`src/rtl/reg_write_arbiter.sv`:
```
// -----------------------------------------------------------------------------
// reg_write_arbiter
//   Round-robin arbiter sharing the d/ce write port of one register_16 among
//   N_REQ requesters. At most one requester wins per edge. Its data is
//   forwarded with a one-cycle ce pulse, and a registered one-hot grant is
//   returned. A requester holding lock keeps the port for a burst of up to
//   MAX_BURST back-to-back writes.
//
// Handshake: a requester raises req with stable wdata and holds both until
//   it sees its gnt bit. gnt high in cycle C means the wdata sampled at the
//   edge that starts C is being written (reg_d/reg_ce in the same cycle).
//   The requester granted at edge E is skipped at edge E+1 unless its burst
//   continues. This lets it drop req on seeing gnt without a second write.
//
// Ports:
//   clk    in   rising-edge clock
//   clr    in   synchronous active-high reset, priority over everything
//   req    in   [N_REQ]        per-requester write request (level)
//   lock   in   [N_REQ]        per-requester burst hold (qualifies req)
//   wdata  in   [N_REQ*WIDTH]  requester i data at [i*WIDTH +: WIDTH]
//   gnt    out  [N_REQ]        registered one-hot grant, zero when idle
//   reg_d  out  [WIDTH]        data to register_16.d
//   reg_ce out                 enable to register_16.ce
//   owner  out  [3]            index of current / last granted requester
//   busy   out                 high while in the LOCKED state
// -----------------------------------------------------------------------------
module reg_write_arbiter #(
  parameter int N_REQ     = 4,
  parameter int WIDTH     = 16,
  parameter int MAX_BURST = 8
) (
  input  logic                   clk,
  input  logic                   clr,
  input  logic [N_REQ-1:0]       req,
  input  logic [N_REQ-1:0]       lock,
  input  logic [N_REQ*WIDTH-1:0] wdata,
  output logic [N_REQ-1:0]       gnt,
  output logic [WIDTH-1:0]       reg_d,
  output logic                   reg_ce,
  output logic [2:0]             owner,
  output logic                   busy
);

  localparam int PW = (N_REQ > 1) ? $clog2(N_REQ) : 1;

  typedef enum logic {
    S_IDLE   = 1'b0,
    S_LOCKED = 1'b1
  } state_t;

  state_t            state_q, state_d;
  logic [PW-1:0]     ptr_q, ptr_d;
  logic [3:0]        cnt_q, cnt_d;
  logic [N_REQ-1:0]  gnt_q, gnt_d;
  logic [WIDTH-1:0]  reg_d_q, reg_d_d;
  logic              reg_ce_q, reg_ce_d;
  logic [2:0]        owner_q, owner_d;

  logic [N_REQ-1:0]  cand;
  logic              found;
  logic [PW-1:0]     win;
  logic [PW-1:0]     own;
  logic              keep;

  assign own = owner_q[PW-1:0];

  // The registered grant is exactly the requester granted at the previous
  // edge, so it doubles as the one-edge arbitration mask. During a burst
  // continuation the mask is bypassed through the keep path instead.
  always_comb begin : p_arb
    int idx;
    cand  = req & ~gnt_q;
    found = 1'b0;
    win   = '0;
    idx   = 0;
    for (int k = 0; k < N_REQ; k++) begin
      idx = int'(ptr_q) + k;
      if (idx >= N_REQ) idx = idx - N_REQ;
      if (!found && cand[idx]) begin
        found = 1'b1;
        win   = idx[PW-1:0];
      end
    end
  end

  always_comb begin
    state_d  = state_q;
    ptr_d    = ptr_q;
    cnt_d    = cnt_q;
    gnt_d    = '0;
    reg_d_d  = reg_d_q;
    reg_ce_d = 1'b0;
    owner_d  = owner_q;

    keep = (state_q == S_LOCKED) && req[own] && lock[own] &&
           (cnt_q < 4'(MAX_BURST));

    if (keep) begin
      gnt_d    = gnt_q;
      reg_d_d  = wdata[int'(own)*WIDTH +: WIDTH];
      reg_ce_d = 1'b1;
      cnt_d    = cnt_q + 4'd1;
    end else begin
      // Idle arbitration; also the release path of a burst, where the
      // outgoing owner is still masked by gnt_q.
      state_d = S_IDLE;
      cnt_d   = 4'd0;
      if (found) begin
        gnt_d[win] = 1'b1;
        reg_d_d    = wdata[int'(win)*WIDTH +: WIDTH];
        reg_ce_d   = 1'b1;
        owner_d    = 3'(win);
        ptr_d      = (int'(win) == N_REQ - 1) ? '0 : win + PW'(1);
        if (lock[win]) begin
          state_d = S_LOCKED;
          cnt_d   = 4'd1;
        end
      end
    end
  end

  always_ff @(posedge clk) begin
    if (clr) begin
      state_q  <= S_IDLE;
      ptr_q    <= '0;
      cnt_q    <= 4'd0;
      gnt_q    <= '0;
      reg_d_q  <= '0;
      reg_ce_q <= 1'b0;
      owner_q  <= 3'd0;
    end else begin
      state_q  <= state_d;
      ptr_q    <= ptr_d;
      cnt_q    <= cnt_d;
      gnt_q    <= gnt_d;
      reg_d_q  <= reg_d_d;
      reg_ce_q <= reg_ce_d;
      owner_q  <= owner_d;
    end
  end

  assign gnt    = gnt_q;
  assign reg_d  = reg_d_q;
  assign reg_ce = reg_ce_q;
  assign owner  = owner_q;
  assign busy   = (state_q == S_LOCKED);

endmodule

```
`config.mk`:
```
export PLATFORM = sky130hd
export DESIGN_NAME = reg_write_arbiter
export DESIGN_NICKNAME = d
export VERILOG_FILES = /design/src/rtl/reg_write_arbiter.sv
export SDC_FILE = /design/constraint.sdc
export NUM_CORES = 1
export LEC_CHECK = 0
export ABC_CLOCK_PERIOD_IN_PS = 2400
export CAP_MARGIN = 20
export CORE_MARGIN = 3
export CORE_UTILIZATION = 40
export CTS_BUF_LIST = sky130_fd_sc_hd__clkbuf_8
export CTS_CLUSTER_SIZE = 14
export DETAILED_ROUTE_END_ITERATION = 7
export PLACE_DENSITY = 0.78
export SYNTH_ARGS = -nofsm -noshare
export SYNTH_HDL_FRONTEND = slang
export SYNTH_SLANG_ARGS = --single-unit
```
`constraint.sdc`:
```
create_clock -name clk -period 2.4 [get_ports clk]
set_input_delay 0.48 -clock clk [delete_from_list [all_inputs] [get_ports clk]]
set_output_delay 0.48 -clock clk [all_outputs]
set_load 0.02 [all_outputs]
```
==> results of run 1 <==
[worst min path at each step]
stage / to / start / slack [ns] / cells after the start
final: reg_d[3]$_SDFFE_PP0P_ / reg_d[3]$_SDFFE_PP0P_ / 0.47 / 2
after global placement: reg_d[10]$_SDFFE_PP0P_ / reg_d[10]$_SDFFE_PP0P_ / 0.45 / 2
after floorplan: ptr_q[1]$_SDFFE_PP0P_ / ptr_q[1]$_SDFFE_PP0P_ / 0.47 / 2
after detailed placement: reg_d[14]$_SDFFE_PP0P_ / reg_d[14]$_SDFFE_PP0P_ / 0.45 / 2
after global routing: gnt[3]$_SDFFE_PP0N_ / gnt[3]$_SDFFE_PP0N_ / 0.50 / 2
after CTS: reg_d[3]$_SDFFE_PP0P_ / reg_d[3]$_SDFFE_PP0P_ / 0.47 / 2
[tightest hold or removal path: stages (launching register included)]
cell      delay [ns]
dfxtp_1         0.32
nand2_1         0.05
o211ai_1        0.06
[logic make-up (layout without fill, tap and decap cells)]
| logic type | Yosys count | after routing | synth area share [%] |
|---|---|---|---|
| simple gates | 88 | 88 | 28.73 |
| compound gates | 39 | 39 | 15.77 |
| mux | 36 | 36 | 17.79 |
| flops | 30 | 30 | 28.55 |
| buf+inv | 24 | 138 | 5.591 |
| fa+ha+maj | 5 | 5 | 2.974 |
| other cells | 1 | 1 | 0.1783 |
| xor+xnor | 1 | 1 | 0.4165 |
[cells in the final DEF, fill, tap and decap left out, types with 2 or more instances in the layout]
cell type and instances:
nor2b_1 4, nand2b_1 5, dfxtp_1 30, nor2_1 3
and2_1 3, o211ai_1 13, nand2_1 25, inv_1 4
nor3b_1 2, buf_4 24, nor4bb_1 31, ha_1 5
clkbuf_8 8, clkdlybuf4s50_1 97, mux2i_1 33, o211ai_2 4
a21oi_1 8, buf_12 5, nand3_1 8
[state kept, by name, summed over array words and instances (netlist names)]
register,flops
busy,1
cnt_q,4
gnt,4
owner,2
ptr_q,2
reg_ce,1
reg_d,16
[power groups by stage]
stage          Sequential (mW)  Clock, mW  Combinational, mW
6_report                 0.787      0.477               2.18
5_1_grt                  0.813      0.516               2.36
4_1_cts                  0.787      0.487               2.19
3_5_place_dp             0.794          0               2.18
3_3_place_gp             0.794          0               2.14
2_1_floorplan            0.945          0               1.11
[repair_timing]
| action | in CTS | in global routing |
|---|---|---|
| setup buffers | 0 | 0 |
| hold endpoints to repair | 0 | 0 |
| endpoints found under the setup margin | 9 | 3 |
| pin swaps | 0 | 1 |
| resized for setup | 1 | 2 |
[cell type report]
type	count	area [µm²]	share of cell area, %
clock buffer	8	110.1	3.180
multi-input combinational	170	1401	40.48
sequential	30	600.6	17.35
tap	67	83.83	2.421
timing repair buffer	126	1251	36.14
inverter	4	15.01	0.4337
[through the flow]
stage          utilization [%]  instances  area, µm²  power [mW]  TNS, ns
2_1_floorplan                -        224       2103       2.053        0
3_3_place_gp             67.92        397       3336       2.938   -3.973
3_5_place_dp             67.92        397       3336       2.970   -5.102
4_1_cts                  70.29        405       3452       3.460        0
5_1_grt                  70.50        405       3462       3.685        0
6_report                 70.50        405       3462       3.446        0
[metal layers]
metal  vias to the layer above  GRT usage, %
met2                        64         34.13
met3                        12         5.275
met1                       993         25.26
met5                         -             0
met4                         0         5.420
li1                       1075             -
==> results by group, run 1 <==
Worst setup path
  • Setup slack, reg-to-reg: 0.38 ns
  • Crit path DAT: 2.46 ns
  • Critical path capture point type: register
  • Crit Reg-Reg Endpoint: reg_d[2]$_SDFFE_PP0P_
  • CP bufs+invs: 3
  • Crit path max-delay family: buffers and inverters
  • Critical path cell sequence: clkdlybuf4s50_1 -> nand2_1 -> a221oi_4 -> buf_4 -> nand2_4 -> mux2i_4 -> buf_12 -> mux2i_1 -> o211ai_1
  • Crit path from: req[1]
  • Critical Path Slowest Stage Cell: clkdlybuf4s50_1
  • Setup crit start kind: primary input
  • Worst stage delay on the critical path: 0.50 ns
  • Worst Reg-to-Reg Cells: 8
  • CP Data Required Time: 2.56 ns
  • Critical path depth: 9
  • Max FO, Critical Path: 16
  • CP Capture Point: reg_d[2]$_SDFFE_PP0P_
  • RR Startpoint: owner[0]$_SDFFE_PP0P_
  • Crit Path Class: in -> reg

Timing
  • Unrepaired setup endpoints after global routing: no
  • Achievable clock frequency: 0.4353 GHz
  • Worst-margin pin slew: 0.6574 ns
  • Worst clock skew: 0.004069 ns
  • Fin worst setup slack: 0.1026 ns
  • Crit path time final: 2.297 ns
  • Setup Viol. Count Final: 0
  • Final Slew Violations: 0
  • Fin. Hold Viols: 0
  • Hold Slack: 0.4690 ns
  • Rel. slew slack: 56.03%
  • Tcrit/Tclk final: 95.73%

Logic synthesis
  • Asr flop ratio synth: 0%
  • Mean post-synth cell area: 9.390 µm²
  • Post-synthesis cell area: 0.002103 mm²
  • Main synth FF type: dfxtp_1
  • Yosys warns: 0
  • Post-synth top cells: mux2i_1, nor4bb_1, dfxtp_1
  • Yosys top cell area share: 28.55%
  • Synth top area cells: dfxtp_1, mux2i_1, nor4bb_1
  • Sequential area share after synthesis: 28.55%
  • Post-synthesis register bit count: 30
  • Number of flops mapped to enable cells by yosys: 0
  • Post-synth top area cell: dfxtp_1
  • Net Count, Synth: 303
  • Post-synthesis cell type count: 44
  • Synthesized netlist cell count: 224
  • Most frequent cell after synthesis: mux2i_1

Power
  • Switching part of the total: 38.18%
  • NetSw: 1.316 mW
  • Int Pwr: 2.130 mW
  • Cell Pwr Density: 995.4 mW/mm²
  • Sequential power share: 22.8%
  • Maximum VDD drop: 0.5908 mV
  • Clk pwr share: 13.9%
  • Combinational power share: 63.3%
  • Pleak: 1.463 nW

Placement
  • Pre-CTS setup slack: -0.3114 ns
  • Port Buffer Count: 97
  • HPWL Detailed: 4.731 mm
  • RePlAce Congestion: 0.8052

Clocking
  • H-tree Lvls: 2
  • CTS root buffer: clkbuf_8
  • Reg clk slew, reported paths: 0.06 ns
  • # clock sinks: 30
  • Clk buf depth: 2
  • Post-cts hold buffer count: 0
  • Worst-Skew Late Latency: 0.28 ns
  • Inserted Clock Buffers: 5
  • CTS tree: done

Die
  • Die area: 0.006165 mm²
  • Chip width: 78.52 µm
  • Die Ht: 78.52 µm
  • I/O pin cnt: 99
  • Initial Util: 42.83%
  • Core ar.: 0.004911 mm²
  • Num rows: 25

Detailed routing
  • Via/cell ratio: 5.294
  • DR iter-0 viols: 77
  • Routed via count: 2144
  • Met1 Wirelength: 2.701 mm
  • Residual DRC: 0
  • Met3 WL: 325 µm
  • Average wire per standard cell: 14.79 µm
  • Top layer in use: met4
  • DRT antenna net count: 0
  • Post-Route WL: 5.989 mm
  • Met2 routed WL: 2.859 mm
  • First drt pass iteration count: 4

Global routing
  • First-pass GRT wire length: 10.07 mm
  • Total track usage: 20.19%
  • Vias in the first global route: 2177
  • Initial antenna violation count: 0
  • Largest net degree at the start of global routing: 48
  • Gr ovfl total: 0

Run status
  • Status: finished, final reports clean

Final layout
  • Antenna fix cells: 0
  • Fill cells: 412
  • Share of cells above drive strength 1: 15.09%
  • Nets: 416
  • Area Growth Syn to Fin: 64.60%

Job
  • Max cap viols: 0

Worst hold path
  • Worst Hold Class: reg -> reg
Note: power is estimated with default switching activity, not from simulation.
==> run 2, diff against run 1 <==
Settings changed: CAP_MARGIN 20 to not set.
==> results of run 2 <==
Final layout, timing and power as in run 1 (identical DEF).
==> run 3, diff against run 2 <==
Settings changed: CTS_CLUSTER_SIZE 14 to 8.
==> results of run 3 <==
Final layout, timing and power as in run 1 (identical DEF).
==> patch 1, RTL diff (flow settings as in run 1) <==
`N_REQ`: 4 -> 8.
--- a/src/rtl/reg_write_arbiter.sv
+++ b/src/rtl/reg_write_arbiter.sv
@@ -25,7 +25,7 @@
 //   busy   out                 high while in the LOCKED state
 // -----------------------------------------------------------------------------
 module reg_write_arbiter #(
-  parameter int N_REQ     = 4,
+  parameter int N_REQ     = 8,
   parameter int WIDTH     = 16,
   parameter int MAX_BURST = 8
 ) (
Ports: changed (resized gnt, lock, req and wdata); port bits go from 99 to 175. The function was not compared with the original's and may differ.
==> patch 1 against run 1 <==
Cell area grew 110%. Via count increased by 140%. Clock skew up 0.0027 ns. The run now ends with negative setup slack left. Wire length grew to 3.2 times the old value. Non-clock buffer count grew 201. Total power grew to 4.0 times the old value. Count of clock-buffer cells in the layout down 3. Die area rose by 68%. Worst setup slack worse by 1.3 ns. Sequential cell count increased by 6. Global-route usage rose by 13 points. Synthesized area rose by 75%.
==> patch 1: results (changes against run 1) <==
* I/O Buffers at 174 (+79%)
* WL final at 19230 um (+220%)
* CP max stage delay at 0.60 ns (+0.10 ns)
* Syn nets at 564 (+86%)
* Failing checks: negative setup slack
* # nets final at 869 (+110%)
* Dpl hpwl at 12750 um (+170%)
* Peak supply drop at 1072 uV (+81%)
* Highest-delay cell along the critical path: mux4_2
* Status: finished with violations
* Area growth, synth to finish at 100.7%
* Layout cells sized above 1 at 39.50% (+24 points)
* Fin Clk Skew at 0.006738 ns (+0.002669 ns)
* Vias at 5206 (+140%)
* Final WS setup at -1.222 ns (-1.324 ns)
* First-pass GRT wire length at 26830 um (+170%)
* Worst EP arrival at 3.78 ns (+1.32 ns)
* P_sw at 6072 uW (+360%)
* Synth cell count leaders: 36 x dfxtp_1, 32 x mux2_2, 30 x mux2i_1
* Cells after DPL at 787 (+98%)
* Leakage power at 0.002967 uW (+100%)
* TritonRoute pass-1 iters at 5 (+1)
* Layout filler cell count at 449 (+9.0%)
* Final setup fails at 33 (+33)
* Final Wtd Congestion at 1.011 (+26%)
* Max-slew headroom at 65.98% (+10 points)
* Pre-CTS setup slack at -1.574 ns (-1.262 ns)
* Startpoint of the worst hold path: reg_d[0]$_SDFFE_PP0P_
* Clk pin slew, worst setup/hold paths at 0.09 ns (+0.03 ns)
* Drt initial violations at 494 (+540%)
* Setup tns final at -31.21 ns (-31.21 ns)
* Pin count of the biggest net entering global routing at 17 (-65%)
* DP Area at 6484 um^2 (+94%)
* Worst skew pair latency at 0.30 ns (+0.02 ns)
## patch 1: repair_timing
| item | CTS | global route |
|---|---|---|
| gates resized for setup | 55 | 58 |
| pin swaps | 28 | 20 |
| setup buffers | 20 | 10 |
| setup endpoints to repair | 35 | 35 |
| hold buffers | 0 | 0 |
| gates cloned | 3 | 0 |
## patch 1: power by group through the flow
stage	logic [uW]	registers [uW]	clock network (uW)
2_1_floorplan	5290	1170	0
3_3_place_gp	8670	1000	0
3_5_place_dp	8850	1010	0
4_1_cts	10600	1010	575
5_1_grt	12500	1060	597
6_report	12100	1040	578
## patch 1: cell type report
class | instances | area share [%]
Tap cell | 108 | 1.830
Inverter | 11 | 0.6607
Multi-Input combinational cell | 337 | 43.67
Clock buffer | 5 | 0.9317
Clock inverter | 3 | 0.6268
Timing Repair Buffer | 327 | 42.35
Sequential cell | 36 | 9.927
## patch 1: kinds of logic after synthesis
group,after synthesis,share of synthesized area [%]
multiplexers,70,22.85
XOR/XNOR,4,1.156
flip-flops,36,19.59
adder cells (fa/ha/maj),5,1.700
AND/OR/NAND/NOR,119,18.97
AO/OA/AOI/OAI,139,29.85
buffers and inverters,40,5.882
## patch 1: worst paths after layout
kind	endpoint	slack, ns	cells after the start
max	reg_d[3]$_SDFFE_PP0P_	-1.22	13
min	reg_d[0]$_SDFFE_PP0P_	0.52	2
max reg2reg	reg_d[3]$_SDFFE_PP0P_	-1.22	13
min reg2reg	reg_d[0]$_SDFFE_PP0P_	0.52	2
## patch 1: per-layer routing
metal	routed length, um	GRT usage, %	vias to the layer above
li1	-	-	2241
met1	6851	37.73	2490
met2	9602	59.56	355
met3	1389	5.734	120
met4	1381	16.65	0
met5	0	0	-
==> patch 2, RTL diff (settings of run 1) <==
Without the edit above. The parameter `MAX_BURST` goes from 8 to 6.
--- a/src/rtl/reg_write_arbiter.sv
+++ b/src/rtl/reg_write_arbiter.sv
@@ -27,7 +27,7 @@
 module reg_write_arbiter #(
   parameter int N_REQ     = 4,
   parameter int WIDTH     = 16,
-  parameter int MAX_BURST = 8
+  parameter int MAX_BURST = 6
 ) (
   input  logic                   clk,
   input  logic                   clr,
Formal check against the unedited RTL: not equivalent (Yosys sat finds a counterexample within 10 cycles, from zero or initial values).
==> patch 2 against run 1 <==
Sequential share of layout area increased by 1.5 points. Register-to-register slack lost 0.03 ns. Synthesized area decreased by 14%. Wire length is 10% higher. Total power is 2.6% lower. Sequential cell count unchanged. Via count down 1.5%. Cell area fell by 8.0%. Worst setup slack got worse by 0.0094 ns. Sequential power increased by 8.1%. Die area down 13%. Final cell count down 6.4%. Largest cell class is now buffers. Largest power group unchanged. Highest routed layer unchanged.
==> patch 2: results (changes against run 1) <==
* RR Endpoint: reg_d[8]$_SDFFE_PP0P_
* Routed len/inst at 17.45 um (+18%)
* TritonRoute pass-1 iters at 5 (+1)
* Cells after DPL at 366 (-7.8%)
* Flop-to-flop setup slack at 0.35 ns (-0.03 ns)
* Tot GR Track Use at 24.02% (+3.8 points)
* Startpoint of the worst hold path: reg_d[12]$_SDFFE_PP0P_
* Adder-cell area share of the yosys netlist at 3.465% (+0.49 points)
* Distinct cells, synth at 45 (+2.3%)
* Fin Clk Skew at 0.007348 ns (+0.003279 ns)
* CP startpoint: req[2]
* CP delay by family, top: compound AO/OA/AOI/OAI gates
* Leakage power at 0.001287 uW (-12%)
* Area contributors post-synth: dfxtp_1 33%, a21oi_1 11%, mux2i_1 10%
* Synth cell count leaders: 41 x a21oi_1, 30 x dfxtp_1, 25 x nand2_1
* Layout filler cell count at 301 (-27%)
* Crit path capture: reg_d[12]$_SDFFE_PP0P_
* Status: completed
* Routed length on met1 at 2768 um (+2.5%)
* Cell internal pwr at 1984 uW (-6.9%)
* Vias in the first global route at 2013 (-7.5%)
* Peak supply drop at 485.6 uV (-18%)
* DR WL met3 at 448 um (+38%)
* Complex-gate fraction of the synthesized area at 31.39% (+16 points)
* Post-route clock period utilization at 96.12% (+0.39 points)
* Mux share of post-synthesis cell area at 9.979% (-7.8 points)
* Pre-CTS setup slack at -0.6062 ns (-0.2947 ns)
* CP max stage delay at 0.47 ns (-0.03 ns)
patch 2: routing by layer:
| layer | global-route usage, % | up-vias |
|---|---|---|
| met2 | 38.93 | 82 |
| met5 | 0 | - |
| met3 | 5.372 | 6 |
| li1 | - | 1025 |
| met1 | 31.85 | 998 |
| met4 | 6.762 | 0 |
patch 2: area by class of cell:
class	instances	area (um^2)	share of cell area [%]
Clock buffer	6	82.58	2.591
Clock inverter	2	8.758	0.2748
Timing Repair Buffer	126	1245	39.07
Sequential cell	30	600.6	18.85
Multi-Input combinational cell	162	1176	36.91
Tap cell	50	62.56	1.963
Inverter	3	11.26	0.3534
patch 2: power groups by stage:
stage / logic (uW) / clock network [uW] / registers, uW
finish: 2080 / 427 / 851
floorplan: 929 / 0 / 1050
global route: 2230 / 460 / 879
detailed placement: 1940 / 0 / 854
global placement: 1910 / 0 / 849
CTS: 2010 / 432 / 845
patch 2: tightest hold or removal path, stage by stage (launching register included):
cell and delay (ns):
dfxtp_1 0.32, nand2_1 0.05, o221ai_1 0.06
